==> src/rtl/alu_seq_if.sv <==
// alu_seq_if: decoder handshake plus accumulator/ALU datapath strobes for the ALU sequencer.
interface alu_seq_if;
  logic       instr_valid;
  logic [7:0] opcode;
  logic       instr_ready;
  logic       operand_valid;
  logic       abort;
  logic       a_to_act;
  logic       reg_src_en;
  logic [2:0] reg_src;
  logic       operand_req;
  logic       operand_src;
  logic       write_dbus_to_alu_tmp;
  logic [2:0] alu_fn;
  logic       alu_to_a;
  logic       flags_we;
  logic       done;
  logic       illegal;
  modport master (
    output instr_valid, opcode, operand_valid, abort,
    input  instr_ready, a_to_act, reg_src_en, reg_src, operand_req, operand_src,
           write_dbus_to_alu_tmp, alu_fn, alu_to_a, flags_we, done, illegal
  );
  modport slave (
    input  instr_valid, opcode, operand_valid, abort,
    output instr_ready, a_to_act, reg_src_en, reg_src, operand_req, operand_src,
           write_dbus_to_alu_tmp, alu_fn, alu_to_a, flags_we, done, illegal
  );
endinterface

==> src/rtl/alu_seq.sv <==
// alu_seq: sequences 8085 ALU-group instructions into accumulator/ALU datapath strobes.
module alu_seq (
  input logic     phi2,
  input logic     rst,
  alu_seq_if.slave bus
);
  typedef enum logic [2:0] {IDLE, LOAD_A, TMP_REG, TMP_MEM, EXEC, WB} state_t;
  state_t     state_q, state_d;
  logic [2:0] fff_q, fff_d, sss_q, sss_d;
  logic       imm_q, imm_d, illegal_q, illegal_d;
  logic       legal;
  // 10xxxxxx is register/memory form; 11xxx110 is immediate form
  assign legal = bus.opcode[7] & (~bus.opcode[6] | (bus.opcode[2:0] == 3'b110));
  always_comb begin
    state_d   = state_q;
    fff_d     = fff_q;
    sss_d     = sss_q;
    imm_d     = imm_q;
    illegal_d = 1'b0;
    case (state_q)
      IDLE: if (bus.instr_valid) begin
        fff_d     = bus.opcode[5:3];
        sss_d     = bus.opcode[2:0];
        imm_d     = bus.opcode[6];
        state_d   = legal ? LOAD_A : IDLE;
        illegal_d = ~legal;
      end
      LOAD_A:  state_d = (sss_q == 3'b110) ? TMP_MEM : TMP_REG;
      TMP_REG: state_d = EXEC;
      TMP_MEM: state_d = bus.operand_valid ? EXEC : TMP_MEM;
      EXEC:    state_d = WB;
      WB:      state_d = IDLE;
      default: state_d = IDLE;
    endcase
    if (bus.abort && state_q != IDLE) state_d = IDLE;
  end
  always_ff @(posedge phi2 or negedge rst) begin
    if (!rst) begin
      state_q   <= IDLE;
      fff_q     <= 3'b000;
      sss_q     <= 3'b000;
      imm_q     <= 1'b0;
      illegal_q <= 1'b0;
    end else begin
      state_q   <= state_d;
      fff_q     <= fff_d;
      sss_q     <= sss_d;
      imm_q     <= imm_d;
      illegal_q <= illegal_d;
    end
  end
  // strobes decode straight from state so async reset clears them at once
  assign bus.instr_ready           = state_q == IDLE;
  assign bus.a_to_act              = state_q == LOAD_A;
  assign bus.reg_src_en            = state_q == TMP_REG;
  assign bus.reg_src               = (state_q == TMP_REG) ? sss_q : 3'b000;
  assign bus.operand_req           = state_q == TMP_MEM;
  assign bus.operand_src           = (state_q == TMP_MEM) & imm_q;
  assign bus.write_dbus_to_alu_tmp = (state_q == TMP_REG) | ((state_q == TMP_MEM) & bus.operand_valid);
  assign bus.alu_fn                = (state_q == IDLE) ? 3'b000 : fff_q;
  assign bus.alu_to_a              = (state_q == WB) & (fff_q != 3'b111);
  assign bus.flags_we              = state_q == WB;
  assign bus.done                  = state_q == WB;
  assign bus.illegal               = illegal_q;
endmodule

==> src/flat_wrapper.sv <==
// flat-port wrapper written by rule: the top's interface ports become plain ports
module alu_seq_flat 
  (phi2, rst, bus_instr_valid, bus_opcode, bus_operand_valid, bus_abort, bus_instr_ready, bus_a_to_act, bus_reg_src_en, bus_reg_src, bus_operand_req, bus_operand_src, bus_write_dbus_to_alu_tmp, bus_alu_fn, bus_alu_to_a, bus_flags_we, bus_done, bus_illegal);
  alu_seq_if bus_i ();
  input logic phi2;
  input logic rst;
  input wire logic [$bits(bus_i.instr_valid)-1:0] bus_instr_valid;
  input wire logic [$bits(bus_i.opcode)-1:0] bus_opcode;
  input wire logic [$bits(bus_i.operand_valid)-1:0] bus_operand_valid;
  input wire logic [$bits(bus_i.abort)-1:0] bus_abort;
  output wire logic [$bits(bus_i.instr_ready)-1:0] bus_instr_ready;
  output wire logic [$bits(bus_i.a_to_act)-1:0] bus_a_to_act;
  output wire logic [$bits(bus_i.reg_src_en)-1:0] bus_reg_src_en;
  output wire logic [$bits(bus_i.reg_src)-1:0] bus_reg_src;
  output wire logic [$bits(bus_i.operand_req)-1:0] bus_operand_req;
  output wire logic [$bits(bus_i.operand_src)-1:0] bus_operand_src;
  output wire logic [$bits(bus_i.write_dbus_to_alu_tmp)-1:0] bus_write_dbus_to_alu_tmp;
  output wire logic [$bits(bus_i.alu_fn)-1:0] bus_alu_fn;
  output wire logic [$bits(bus_i.alu_to_a)-1:0] bus_alu_to_a;
  output wire logic [$bits(bus_i.flags_we)-1:0] bus_flags_we;
  output wire logic [$bits(bus_i.done)-1:0] bus_done;
  output wire logic [$bits(bus_i.illegal)-1:0] bus_illegal;
  assign bus_i.instr_valid = bus_instr_valid;
  assign bus_i.opcode = bus_opcode;
  assign bus_i.operand_valid = bus_operand_valid;
  assign bus_i.abort = bus_abort;
  assign bus_instr_ready = bus_i.instr_ready;
  assign bus_a_to_act = bus_i.a_to_act;
  assign bus_reg_src_en = bus_i.reg_src_en;
  assign bus_reg_src = bus_i.reg_src;
  assign bus_operand_req = bus_i.operand_req;
  assign bus_operand_src = bus_i.operand_src;
  assign bus_write_dbus_to_alu_tmp = bus_i.write_dbus_to_alu_tmp;
  assign bus_alu_fn = bus_i.alu_fn;
  assign bus_alu_to_a = bus_i.alu_to_a;
  assign bus_flags_we = bus_i.flags_we;
  assign bus_done = bus_i.done;
  assign bus_illegal = bus_i.illegal;
  alu_seq u_core (.phi2(phi2), .rst(rst), .bus(bus_i));
endmodule
==> config.mk <==
export PLATFORM = sky130hd
export DESIGN_NAME = alu_seq_flat
export DESIGN_NICKNAME = d
export VERILOG_FILES = /design/src/rtl/alu_seq_if.sv /design/src/rtl/alu_seq.sv /design/src/flat_wrapper.sv
export SDC_FILE = /design/constraint.sdc
export NUM_CORES = 1
export LEC_CHECK = 0
export CAP_MARGIN = 20
export CORE_MARGIN = 3
export CORE_UTILIZATION = 40
export CTS_CLUSTER_SIZE = 25
export DETAILED_ROUTE_END_ITERATION = 7
export PLACE_DENSITY_LB_ADDON = 0.1
export SYNTH_ARGS = -nofsm -noshare
export SYNTH_HDL_FRONTEND = slang
export SYNTH_SLANG_ARGS = --single-unit
==> constraint.sdc <==
create_clock -name phi2 -period 3 [get_ports phi2]
set_input_delay 0.6 -clock phi2 [delete_from_list [all_inputs] [get_ports phi2]]
set_output_delay 0.6 -clock phi2 [all_outputs]
set_load 0.01 [all_outputs]
==> results.toml <==
[global_route]
grt_max_degree = 12
grt_usage = 0.160
antenna_found_initial = 0
grt_pass1_wl_mm = 2.36
grt-ovfl-total = 0
grt_pass1_vias = 530

[critical_path]
end_kind = "output pin"
cp_max_fo = 11
crit_path_start = "u_core.state_q[0]"
rrSetupSlack_ns = 1.27
r2r-start = "u_core.state_q[2]"
r2r_end = "u_core.sss_q[1]"
cp.required_ns = 2.40
r2r_cells = 3
arrival_ns = 2.04
cp-start-kind = "register"
crit_type = "register to output pin"
endpoint = "bus_alu_to_a"

[timing]
skew_ns = 0.00251
period_minus_slack_ns = 2.64
drv_slew = 0
period_share = 0.879
rsz0062_at_grt = "no"
worst_slack_ns = 0.364
slew_headroom = 0.668
fmax_mhz = 379
setup_viol = 0
tightestPinTransition_ns = 0.496
finalHoldViolCount = 0
finalSetupTns_ns = 0

[die]
die_x_um = 45.6
coreArea_um2 = 1380
num_rows = 13
start_util = 0.453
dieArea_um2 = 2080
fp.dieH_um = 45.6
io_pins = 29

[synth]
synth_cells = 60
syn_nets = 73
synth_top_area_frac = 0.439
synth_seq_cells = 11
synth-seq-area-share = 0.439
syn_area_per_cell_um2 = 10.4
yosysTopAreaCell = "dfrtp_1"
ys_top_cells_by_area = "dfrtp_1, mux2_1, and3_1"
ys_warn_count = 0
ys_types = 27
syn-cell-area_um2 = 627

[clock_network]
numCtsBuffers = 3
clock-sinks = 11
clk_pin_slew_ns = 0.07
htree_num_levels = 1
tritoncts = "yes"
clk_path_buf_depth = 2
cts_root_buf = "clkbuf_4"
cts_resized = 0
clk_latency_ns = 0.27
post_cts_buffers = 0
holdBufCountCts = 0

[layout]
drive_gt1_frac = 0.0575
nNetsFinal = 101
seq_area_um2 = 275
fillCellCount = 118
area.growth.synth_to_final_pct = 45.9
multi_input_area_um2 = 302
antenna_cells = 0

[power]
leakage_nw = 0.387
peakVddDrop_uv = 389
p_per_area_nw_per_um2 = 645

[flow_run]
cap_violations = 0

[detailed_routing]
drc_errors = 0
post_drt_wl_per_cell_um = 13.1
drtPass1Iterations = 2
viasPerCell = 5.34
drt-initial-drc-count = 7
postRouteAntennaNets = 0
dr_total_vias = 545
wl_mm = 1.33

[place]
dp_slack_ns = 0.604
globalplace.congestion = 0.724
port_buffers = 28
place_hpwl_mm = 1.05

[run_status]
outcome = "finished, final reports clean"

[min_path]
hold_class = "register to register"
## cell families (layout without fill, tap and decap cells)
group | Yosys count | in the layout | synth area share
AO/OA/AOI/OAI | 8 | 8 | 0.0938
buffers and inverters | 8 | 35 | 0.0798
flip-flops | 11 | 11 | 0.439
multiplexers | 7 | 7 | 0.126
AND/OR/NAND/NOR | 26 | 26 | 0.261
## state kept, by name (all words and copies together) (netlist names)
register	count
u_core.fff_q	3
u_core.sss_q	3
u_core.state_q	3
u_core.bus.illegal	1
u_core.imm_q	1
## per-layer routing
layer  GRT usage  vias up  share of wire
met5           0        -              0
met4      0.0526        0         0.0075
met3      0.0791        2          0.075
met2       0.242       14           0.47
met1       0.197      259           0.45
li1            -      270              -
## power by group
| part | switching [mW] | internal, mW | total [mW] |
|---|---|---|---|
| combinational | 0.0984 | 0.144 | 0.243 |
| sequential | 0.0487 | 0.198 | 0.247 |
| clock | 0.0503 | 0.0494 | 0.0997 |
## cell type report
type / instances / share of cell area
inverter: 3 / 0.0123
timing repair buffer: 28 / 0.306
tap: 15 / 0.0205
sequential: 11 / 0.301
clock inverter: 1 / 0.00547
clock buffer: 3 / 0.0246
multi-input combinational: 41 / 0.330
## critical path, stage by stage, from the launching register on
cell and delay, ns:
dfrtp_1 0.54, inv_1 0.19, nor3b_1 0.33, and2_1 0.17, clkdlybuf4s50_1 0.54
## worst min-delay path by stage
stage                      start            endpoint  slack [ns]  depth (start not counted)
global placement    u_core.imm_q        u_core.imm_q        0.46                          1
detailed placement  u_core.imm_q        u_core.imm_q        0.47                          1
global route        u_core.imm_q        u_core.imm_q        0.52                          1
finish              u_core.imm_q        u_core.imm_q        0.48                          1
CTS                 u_core.imm_q        u_core.imm_q        0.49                          1
floorplan                    rst  u_core.bus.illegal        0.30                          0
## synthesized netlist by cell type
cell / number
buf_4: 3
buf_6: 1
and3_1: 4
and4b_1: 1
nor3b_1: 2
mux2_1: 7
buf_2: 1
dfrtp_1: 11
or4b_1: 1
nor3_1: 2
o32a_1: 1
a2111oi_0: 1
nor2_1: 3
o21a_1: 1
o21ai_0: 1
nor2b_1: 4
nand2b_1: 1
nor3_2: 1
nor4b_1: 1
a32o_1: 1
a21oi_1: 2
and2_1: 2
nand3b_1: 1
nand3_1: 1
a21boi_1: 1
inv_1: 3
nand2_1: 2
## stage by stage
stage | area (um2) | util | power, mW | cells | hold slack, ns
global placement | 887 | 0.642 | 0.491 | 98 | 0.462
floorplan | 627 | - | 0.385 | 60 | 0.304
detailed placement | 887 | 0.642 | 0.496 | 98 | 0.469
CTS | 915 | 0.662 | 0.599 | 102 | 0.487
global route | 915 | 0.662 | 0.635 | 102 | 0.521
finish | 915 | 0.662 | 0.590 | 102 | 0.484
## cells in the final DEF, fill, tap and decap left out
master and instances:
nand3_1 1, a21oi_1 2, clkinv_2 1, dfrtp_1 11, o21ai_0 1, nor3_2 1, a21boi_1 1, inv_1 3
nor4b_1 1, or4b_1 1, nand3b_1 1, o32a_1 1, nand2b_1 1, clkdlybuf4s50_1 28, nor2b_1 4, a2111oi_0 1
mux2_1 7, and2_1 2, clkbuf_4 3, nor3b_1 2, and3_1 4, nor3_1 2, a32o_1 1, and4b_1 1
o21a_1 1, nor2_1 3, nand2_1 2
No activity file was read; power rests on OpenSTA's default activity.
